[src/rtl/adder_arbiter_if.sv]
// Request, response and shared-adder signals of the
// adder arbiter, bundled with requester/arbiter views.
interface adder_arbiter_if #(
  parameter int N = 4,
  parameter int W = 4
) ();
  localparam int IDW = $clog2(N);

  logic [N-1:0]   req_valid;
  logic [N*W-1:0] req_a;
  logic [N*W-1:0] req_b;
  logic [N-1:0]   req_ready;
  logic [W-1:0]   add_a;
  logic [W-1:0]   add_b;
  logic [W:0]     add_s;
  logic           resp_valid;
  logic           resp_ready;
  logic [IDW-1:0] resp_id;
  logic [W:0]     resp_sum;
  logic           busy;

  modport master (
    output req_valid, req_a, req_b,
    output resp_ready, add_s,
    input  req_ready, add_a, add_b,
    input  resp_valid, resp_id, resp_sum,
    input  busy
  );

  modport slave (
    input  req_valid, req_a, req_b,
    input  resp_ready, add_s,
    output req_ready, add_a, add_b,
    output resp_valid, resp_id, resp_sum,
    output busy
  );
endinterface

[src/rtl/adder_arbiter.sv]
// Round-robin sharing of one combinational adder
// among N requesters, with valid/ready response.
module adder_arbiter #(
  parameter int N       = 4,
  parameter int W       = 4,
  parameter int ADD_LAT = 1
) (
  input  logic            clk,
  input  logic            rst_n,
  adder_arbiter_if.slave  bus
);
  localparam int IDW = $clog2(N);
  localparam int LW  = 3;

  typedef enum logic [1:0] {
    IDLE,
    EXEC,
    RESP
  } state_t;

  state_t         state_q;
  logic [IDW-1:0] rr_ptr_q;
  logic [IDW-1:0] rr_ptr_d;
  logic [LW-1:0]  lat_q;
  logic [W-1:0]   a_q;
  logic [W-1:0]   b_q;
  logic           vld_q;
  logic [IDW-1:0] id_q;
  logic [W:0]     sum_q;
  logic [IDW-1:0] gnt_id;
  logic [IDW-1:0] scan_idx;
  logic           gnt_any;

  // First valid requester at or after rr_ptr, wrapping.
  always_comb begin
    gnt_any  = 1'b0;
    gnt_id   = '0;
    scan_idx = '0;
    for (int i = 0; i < N; i++) begin
      scan_idx = IDW'((int'(rr_ptr_q) + i) % N);
      if (!gnt_any && bus.req_valid[scan_idx]) begin
        gnt_any = 1'b1;
        gnt_id  = scan_idx;
      end
    end
  end

  assign rr_ptr_d = IDW'((int'(gnt_id) + 1) % N);

  assign bus.req_ready =
    (rst_n && state_q == IDLE && gnt_any)
      ? (N'(1) << gnt_id) : '0;

  always_ff @(posedge clk or negedge rst_n) begin
    if (!rst_n) begin
      state_q  <= IDLE;
      rr_ptr_q <= '0;
      lat_q    <= '0;
      a_q      <= '0;
      b_q      <= '0;
      vld_q    <= 1'b0;
      id_q     <= '0;
      sum_q    <= '0;
    end else begin
      unique case (state_q)
        IDLE: begin
          if (gnt_any) begin
            a_q      <= bus.req_a[gnt_id*W +: W];
            b_q      <= bus.req_b[gnt_id*W +: W];
            id_q     <= gnt_id;
            lat_q    <= LW'(ADD_LAT);
            rr_ptr_q <= rr_ptr_d;
            state_q  <= EXEC;
          end
        end
        EXEC: begin
          lat_q <= lat_q - 1'b1;
          if (lat_q == LW'(1)) begin
            sum_q   <= bus.add_s;
            vld_q   <= 1'b1;
            state_q <= RESP;
          end
        end
        RESP: begin
          if (bus.resp_ready) begin
            vld_q   <= 1'b0;
            state_q <= IDLE;
          end
        end
        default: state_q <= IDLE;
      endcase
    end
  end

  assign bus.add_a      = a_q;
  assign bus.add_b      = b_q;
  assign bus.resp_valid = vld_q;
  assign bus.resp_id    = id_q;
  assign bus.resp_sum   = sum_q;
  assign bus.busy       = (state_q != IDLE);
endmodule
[src/flat_wrapper.sv]
// flat-port wrapper written by rule: the top's interface ports become plain ports
module adder_arbiter_flat 
#(
  parameter int N       = 4,
  parameter int W       = 4,
  parameter int ADD_LAT = 1
)
  (clk, rst_n, bus_req_valid, bus_req_a, bus_req_b, bus_resp_ready, bus_add_s, bus_req_ready, bus_add_a, bus_add_b, bus_resp_valid, bus_resp_id, bus_resp_sum, bus_busy);
  adder_arbiter_if #(.N(N), .W(W)) bus_i ();
  input  logic clk;
  input  logic rst_n;
  input wire logic [$bits(bus_i.req_valid)-1:0] bus_req_valid;
  input wire logic [$bits(bus_i.req_a)-1:0] bus_req_a;
  input wire logic [$bits(bus_i.req_b)-1:0] bus_req_b;
  input wire logic [$bits(bus_i.resp_ready)-1:0] bus_resp_ready;
  input wire logic [$bits(bus_i.add_s)-1:0] bus_add_s;
  output wire logic [$bits(bus_i.req_ready)-1:0] bus_req_ready;
  output wire logic [$bits(bus_i.add_a)-1:0] bus_add_a;
  output wire logic [$bits(bus_i.add_b)-1:0] bus_add_b;
  output wire logic [$bits(bus_i.resp_valid)-1:0] bus_resp_valid;
  output wire logic [$bits(bus_i.resp_id)-1:0] bus_resp_id;
  output wire logic [$bits(bus_i.resp_sum)-1:0] bus_resp_sum;
  output wire logic [$bits(bus_i.busy)-1:0] bus_busy;
  assign bus_i.req_valid = bus_req_valid;
  assign bus_i.req_a = bus_req_a;
  assign bus_i.req_b = bus_req_b;
  assign bus_i.resp_ready = bus_resp_ready;
  assign bus_i.add_s = bus_add_s;
  assign bus_req_ready = bus_i.req_ready;
  assign bus_add_a = bus_i.add_a;
  assign bus_add_b = bus_i.add_b;
  assign bus_resp_valid = bus_i.resp_valid;
  assign bus_resp_id = bus_i.resp_id;
  assign bus_resp_sum = bus_i.resp_sum;
  assign bus_busy = bus_i.busy;
  adder_arbiter #(.N(N), .W(W), .ADD_LAT(ADD_LAT)) u_core (.clk(clk), .rst_n(rst_n), .bus(bus_i));
endmodule
[config.mk]
export PLATFORM = sky130hd
export DESIGN_NAME = adder_arbiter_flat
export DESIGN_NICKNAME = d
export VERILOG_FILES = /design/src/rtl/adder_arbiter_if.sv /design/src/rtl/adder_arbiter.sv /design/src/flat_wrapper.sv
export SDC_FILE = /design/constraint.sdc
export NUM_CORES = 1
export LEC_CHECK = 0
export ABC_CLOCK_PERIOD_IN_PS = 2200
export BUFFER_PORTS_ARGS = -buffer_cell sky130_fd_sc_hd__buf_2
export CAP_MARGIN = 20
export CORE_MARGIN = 3
export CORE_UTILIZATION = 25
export CTS_CLUSTER_DIAMETER = 200
export DETAILED_ROUTE_END_ITERATION = 16
export HOLD_SLACK_MARGIN = 0.03
export PLACE_DENSITY = 0.45
export SLEW_MARGIN = 10
export SYNTH_ARGS = -nofsm -noshare
export SYNTH_HDL_FRONTEND = slang
export SYNTH_SLANG_ARGS = --single-unit
[constraint.sdc]
create_clock -name clk -period 2.2 [get_ports clk]
set_clock_uncertainty 0.1 [all_clocks]
set_input_delay 0.44 -clock clk [delete_from_list [all_inputs] [get_ports clk]]
set_output_delay 0.44 -clock clk [all_outputs]
set_load 0.02 [all_outputs]
## Yosys cells after proc, flatten, opt, wreduce, memory -nomap -nowiden

Cells that the tools add are included.

| word-level totals | value |
|---|---|
| register bits | 23 |
| output and inout port bits | 21 |
| word-level logic and storage cells | 69 |

| operators by class | value |
|---|---|
| add/sub/neg operators | 5 |
| order comparisons | 4 |
| equal/unequal tests | 6 |
| shifts and indexed selects | 3 |
| muxes and demuxes | 26 |
| reductions and logical operators | 17 |

Operator list:

| cell | count |
|---|---|
| variable part select 16 x 5 -> 4 bit | 2 |
| 2-to-1 mux 2 bit | 7 |
| less-than comparator 2 x 3 -> 1 bit (second input constant) | 4 |
| 2-to-1 mux 1 bit | 10 |
| binary-select mux 1 bit (select 2 bit) | 4 |
| one-hot mux 2 bit (3 select lines) | 1 |
| one-hot mux 3 bit (2 select lines) | 1 |
| AND reduction 2 bit | 3 |
| AND reduction 3 bit | 2 |
| nonzero test 2 bit | 3 |
| logical AND 1 bit | 5 |
| adder 2 x 1 -> 2 bit (second input constant) | 2 |
| adder 2 bit (second input constant) | 2 |
| 2-to-1 mux 4 bit | 1 |
| inequality test 2 x 1 -> 1 bit (second input constant) | 2 |
| left shift 1 x 2 -> 4 bit (first input constant) | 1 |
| equality test 3 x 1 -> 1 bit (second input constant) | 1 |
| logical NOT 1 bit | 3 |
| 2-to-1 mux 3 bit | 1 |
| subtractor 3 x 1 -> 3 bit (second input constant) | 1 |
| equality test 2 x 1 -> 1 bit (second input constant) | 1 |
| equality test 2 bit (second input constant) | 1 |
| logical NOT 2 bit | 1 |
| inequality test 2 bit (second input constant) | 1 |
| one-hot mux 1 bit (2 select lines) | 1 |

## Longest topological paths before layout

| depth | value |
|---|---|
| word-level depth | 14 |
| mapped depth | 7 |
| gate-level depth less buffers | 5 |

## Least setup slack after synthesis

OpenSTA, ideal clock, no wires.

| path | value |
|---|---|
| kind | input port to output port |
| start point | in bus_req_valid[0] |
| end point | out bus_req_ready[0] |
| arrival | 1.629 ns |
| data required time | 1.660 ns |
| setup slack | 0.031 ns |
| stages | 5 |
| path through | nor3b_1 a221o_2 buf_6 nand3_1 nor2_1 |

| on the way | value |
|---|---|
| cells in the longest elaborated chain, start to end | 14 |
| elaborated cells between the ends (all ways) | 25 |
| those cells by class | shift: 1; mux: 17; reduce/logical: 7 |

Ends and longest elaborated chain:

| what | RTL line | text |
|---|---|---|
| from (decl) | flat_wrapper.sv:12 | `input wire logic [$bits(bus_i.req_valid)-1:0] bus_req_valid;` |
| binary-select mux 1 bit (select 2 bit) | adder_arbiter.sv:41 | `if (!gnt_any && bus.req_valid[scan_idx]) begin` |
| 2-to-1 mux 1 bit (not written as such) | adder_arbiter.sv:41 |  |
| 2-to-1 mux 1 bit | adder_arbiter.sv:41 |  |
| logical NOT 1 bit | adder_arbiter.sv:41 |  |
| logical AND 1 bit | adder_arbiter.sv:41 |  |
| 2-to-1 mux 1 bit | adder_arbiter.sv:41 |  |
| logical NOT 1 bit | adder_arbiter.sv:41 |  |
| logical AND 1 bit | adder_arbiter.sv:41 |  |
| 2-to-1 mux 1 bit | adder_arbiter.sv:41 |  |
| logical NOT 1 bit | adder_arbiter.sv:41 |  |
| logical AND 1 bit | adder_arbiter.sv:41 |  |
| 2-to-1 mux 2 bit or 2-to-1 mux 1 bit (tied branches) | adder_arbiter.sv:41 |  |
| left shift 1 x 2 -> 4 bit or logical AND 1 bit (tied branches) | adder_arbiter.sv:52, adder_arbiter.sv:51 |  |
| 2-to-1 mux 4 bit * | adder_arbiter.sv:52 | `? (N'(1) << gnt_id) : '0;` |
| to (decl) | flat_wrapper.sv:17 | `output wire logic [$bits(bus_i.req_ready)-1:0] bus_req_ready;` |

Mark *: on every way between the ends. The rest lies on a longest branch, timed or not. The select of a mux whose other input is x is not followed.

## Worst setup path after layout

| path | value |
|---|---|
| start point | reg u_core.rr_ptr_q[1] |
| end point | out bus_req_ready[0] |

| on the way | value |
|---|---|
| cells in the longest elaborated chain, start to end | 14 |
| elaborated cells between the ends (all ways) | 28 |
| those cells by class | add/sub: 3; shift: 1; mux: 17; reduce/logical: 7 |

Ends and longest elaborated chain:

| what | RTL line | text |
|---|---|---|
| from (decl) | adder_arbiter.sv:22 | `logic [IDW-1:0] rr_ptr_q;` |
| from (signal assigned) | adder_arbiter.sv:72 | `rr_ptr_q <= rr_ptr_d;` |
| branches (longest 13 deep; another with adder 2 x 1 -> 2 bit) | -- |  |
| 2-to-1 mux 4 bit * | adder_arbiter.sv:52 |  |

Every way passes the cells marked *. The select of a mux whose other input is x is not followed.

==> results.sh <==
export IMPL_outcome="finished with violations"
export IMPL_violations="negative setup slack"
export IMPL_busiest_layer="met2"
export IMPL_synth_top_family_by_area="compound AO/OA/AOI/OAI gates"
export IMPL_power_density_mw_per_mm2=1270
export IMPL_netlist_area_sq_mm=0.00139
export IMPL_combPwrFrac=0.585
export IMPL_seq_power_share=0.309
export IMPL_synth_simple_area_share=0.183
export IMPL_fin_nets=260
export IMPL_wl_per_cell_um=13.5
export IMPL_yosys_area_share_adder=0.0180
export IMPL_rows=26
export IMPL_initial_core_util=0.265
export IMPL_finalHoldViolations=0
export IMPL_met1_usage=0.158
export IMPL_clockBufferDepth=2
export IMPL_critPathMaxFanout=5
export IMPL_antennaDiodeCount=0
export IMPL_fillers=532
export IMPL_root_buffer="clkbuf_8"
export IMPL_synth_area_leaders="dfrtp_1 41%, mux2i_1 5.8%, a311oi_1 4.4%, mux2_2 4.1%, nor2_1 4.1%"
export IMPL_wl_mm=3.83
export IMPL_hpwl_mm=2.99
export IMPL_place_inst=275
export IMPL_multi_input_area_sq_um=796
export IMPL_io_pins=65
export IMPL_via_per_inst=4.66
export IMPL_antenna_found_initial=0
export IMPL_cp_data_required_time_ns=1.66
export IMPL_drv_cap=0
export IMPL_switchingPower_mw=1.11
export IMPL_place_port_buffers=64
export IMPL_switching_share=0.439
export IMPL_path_cells="mux2i_1, buf_4, a221o_2, nand3_2, nor2_1, buf_2"
export IMPL_synth_xor_area_frac=0.00631
export IMPL_cts_buffers=3
export IMPL_die_x_um=80.5
export IMPL_drt_pass1_iterations=4
export IMPL_grt_pass1_wl_mm=6.40
export IMPL_critPathLaunchType="register"
export IMPL_synthCells=135
export IMPL_p_clk_frac=0.105
export IMPL_p_leak_nw=0.929
export IMPL_crit_arrival_ns=1.70
export IMPL_grt_pass1_vias=1413
export IMPL_grt_use_total=0.124
export IMPL_post_synth_num_cell_types=37
export IMPL_synth_top_cell_by_area="dfrtp_1"
export IMPL_intPower_mw=1.42
export IMPL_cts_tree="built"
export IMPL_fin_ws_ns=-0.0383
export IMPL_drt_initial_drc_count=36
export IMPL_fp_dieH_um=80.5
export IMPL_setup_viol_count_final=4
export IMPL_critPathSlowestCell="dfrtp_2"
export IMPL_synth_seq_cells=23
export IMPL_place_gp_congestion=0.737
export IMPL_slew_headroom=0.648
export IMPL_final_cell_mix="62 x buf_2, 21 x dfrtp_1, 15 x buf_4"
export IMPL_yosysSeqAreaShare=0.414
export IMPL_area_delta_synth_final_pct=43.9
export IMPL_synthMuxAreaShare=0.0982
export IMPL_clock_sinks=23
export IMPL_synth_area_per_cell_sq_um=10.3
export IMPL_grt_max_degree=22
export IMPL_tightest_slew_ns=0.525
export IMPL_period_needed_ns=2.24
export IMPL_path_class="register to primary output"
export IMPL_yosys_warnings=0
export IMPL_drive_gt1_frac=0.512
export IMPL_dp_slack_ns=-0.0532
export IMPL_coreArea_sq_mm=0.00524
export IMPL_synth_edf_count=0
export IMPL_cts_htree_levels=1
export IMPL_grt_overflow=0
export IMPL_seqCellArea_sq_um=578
export IMPL_mostFrequentLayoutCell="buf_2"
export IMPL_fmax_mhz=447
export IMPL_synth_compound_area_frac=0.223
export IMPL_synth_ff_type="dfrtp_1"
export IMPL_cts_clk_slew_worst_paths_ns=0.09
export IMPL_clk_latency_ns=0.26
export IMPL_async_flop_share=1.00
export IMPL_via_count=1319
export IMPL_syn_num_nets=181
export IMPL_final_cells=283
export IMPL_antenna_left=0
export IMPL_drc=0
export IMPL_synth_top_area_share=0.414
export IMPL_end_kind="primary output"
export IMPL_rsz0062_at_grt="true"
export IMPL_slowest_delay_ns=0.45
export IMPL_use_met3=0.0381
export IMPL_fin_crit_sh=1.02
export IMPL_hold_path_class="primary input to register"
export IMPL_use_met2=0.209
export IMPL_die_area_sq_mm=0.00649
export IMPL_max_vdd_ir_drop_mv=0.578
export IMPL_slew_violations=0
==> power by group through the flow <==
stage / clock [mW] / sequential, mW / combinational [mW]
6_report: 0.267 / 0.785 / 1.49
5_1_grt: 0.304 / 0.810 / 1.64
4_1_cts: 0.286 / 0.780 / 1.44
3_5_place_dp: 0 / 0.786 / 1.39
3_3_place_gp: 0 / 0.781 / 1.35
2_1_floorplan: 0 / 0.940 / 0.787
==> flip-flops by register name (all words and copies together), names as in the netlist <==
register,cells
u_core.bus.add_b,4
u_core.bus.resp_id,2
u_core.state_q,2
u_core.bus.resp_valid,1
u_core.rr_ptr_q,2
u_core.bus.resp_sum,5
u_core.lat_q,3
u_core.bus.add_a,4
==> cell usage after synthesis (2+ instances only) <==
| master | instances |
|---|---|
| a2111oi_1 | 5 |
| a2111oi_2 | 2 |
| a21bo_2 | 2 |
| a21o_1 | 2 |
| a22o_1 | 2 |
| a311oi_1 | 7 |
| a31oi_1 | 3 |
| and2_0 | 6 |
| and2_1 | 4 |
| buf_4 | 2 |
| buf_6 | 3 |
| dfrtp_1 | 23 |
| ha_1 | 2 |
| inv_1 | 7 |
| mux2_2 | 5 |
| mux2i_1 | 8 |
| nand2_1 | 8 |
| nand2b_1 | 2 |
| nand3_1 | 3 |
| nor2_1 | 15 |
| nor2b_1 | 2 |
| nor3b_1 | 2 |
| o21ai_0 | 5 |
| o21bai_1 | 2 |
==> final timing paths <==
check / endpoint / cells past startpoint / from / slack (ns)
max: bus_req_ready[0] / 6 / u_core.rr_ptr_q[1]$_DFFE_PN0P_ / -0.04
min: u_core.bus.resp_sum[0]$_DFFE_PN0P_ / 2 / bus_add_s[0] / 0.31
max reg2reg: u_core.bus.add_a[1]$_DFFE_PN0P_ / 7 / u_core.rr_ptr_q[1]$_DFFE_PN0P_ / 0.09
min reg2reg: u_core.bus.resp_id[0]$_DFFE_PN0P_ / 1 / u_core.bus.resp_id[0]$_DFFE_PN0P_ / 0.39
max in group asynchronous: u_core.rr_ptr_q[1]$_DFFE_PN0P_ / 3 / rst_n / 1.06
min in group asynchronous: u_core.bus.add_a[3]$_DFFE_PN0P_ / 2 / rst_n / 0.43
==> cell type report <==
type	count	share of cell area
multi-input cells	99	0.398
repair buffers	80	0.232
flip-flops and latches	23	0.289
clock buffers	3	0.0207
well taps	70	0.0438
inverters	7	0.0131
clock inverters	1	0.00250
==> per-layer routing <==
| metal | up-vias | part of all wire |
|---|---|---|
| li1 | 650 | - |
| met1 | 608 | 0.44 |
| met2 | 57 | 0.47 |
| met3 | 4 | 0.082 |
| met4 | 0 | 0.0070 |
| met5 | - | 0 |
==> logic make-up after synthesis <==
family / Yosys count
xor+xnor: 1
buf+inv: 13
flops: 23
mux: 13
compound gates: 35
fa+ha+maj: 2
simple gates: 48
==> stage by stage <==
stage | power (mW) | area, sq um | TNS, ns | hold WS, ns | utilization
after global routing | 2.75 | 2000 | -0.430 | 0.297 | 0.382
after detailed placement | 2.18 | 1850 | -0.116 | 0.165 | 0.352
after floorplan | 1.73 | 1390 | 0 | 0.0444 | -
final | 2.54 | 2000 | -0.136 | 0.309 | 0.382
after CTS | 2.51 | 1940 | -0.120 | 0.299 | 0.370
after global placement | 2.13 | 1850 | 0 | 0.169 | 0.352
==> repair_timing <==
item | CTS | global route
resized for setup | 4 | 13
setup endpoints to repair | 4 | 11
buffers inserted | 3 | 0
hold buffers | 1 | 0
pin swaps | 5 | 0
hold endpoints to repair | 2 | 0
==> worst max-delay path: cells and delay by family, from the launching register on <==
family	cells	cell delay, ns
buf+inv	2	0.31
flops	1	0.45
simple gates	2	0.13
compound gates	1	0.38
mux	1	0.16
Note: power is estimated with default switching activity, not from simulation.
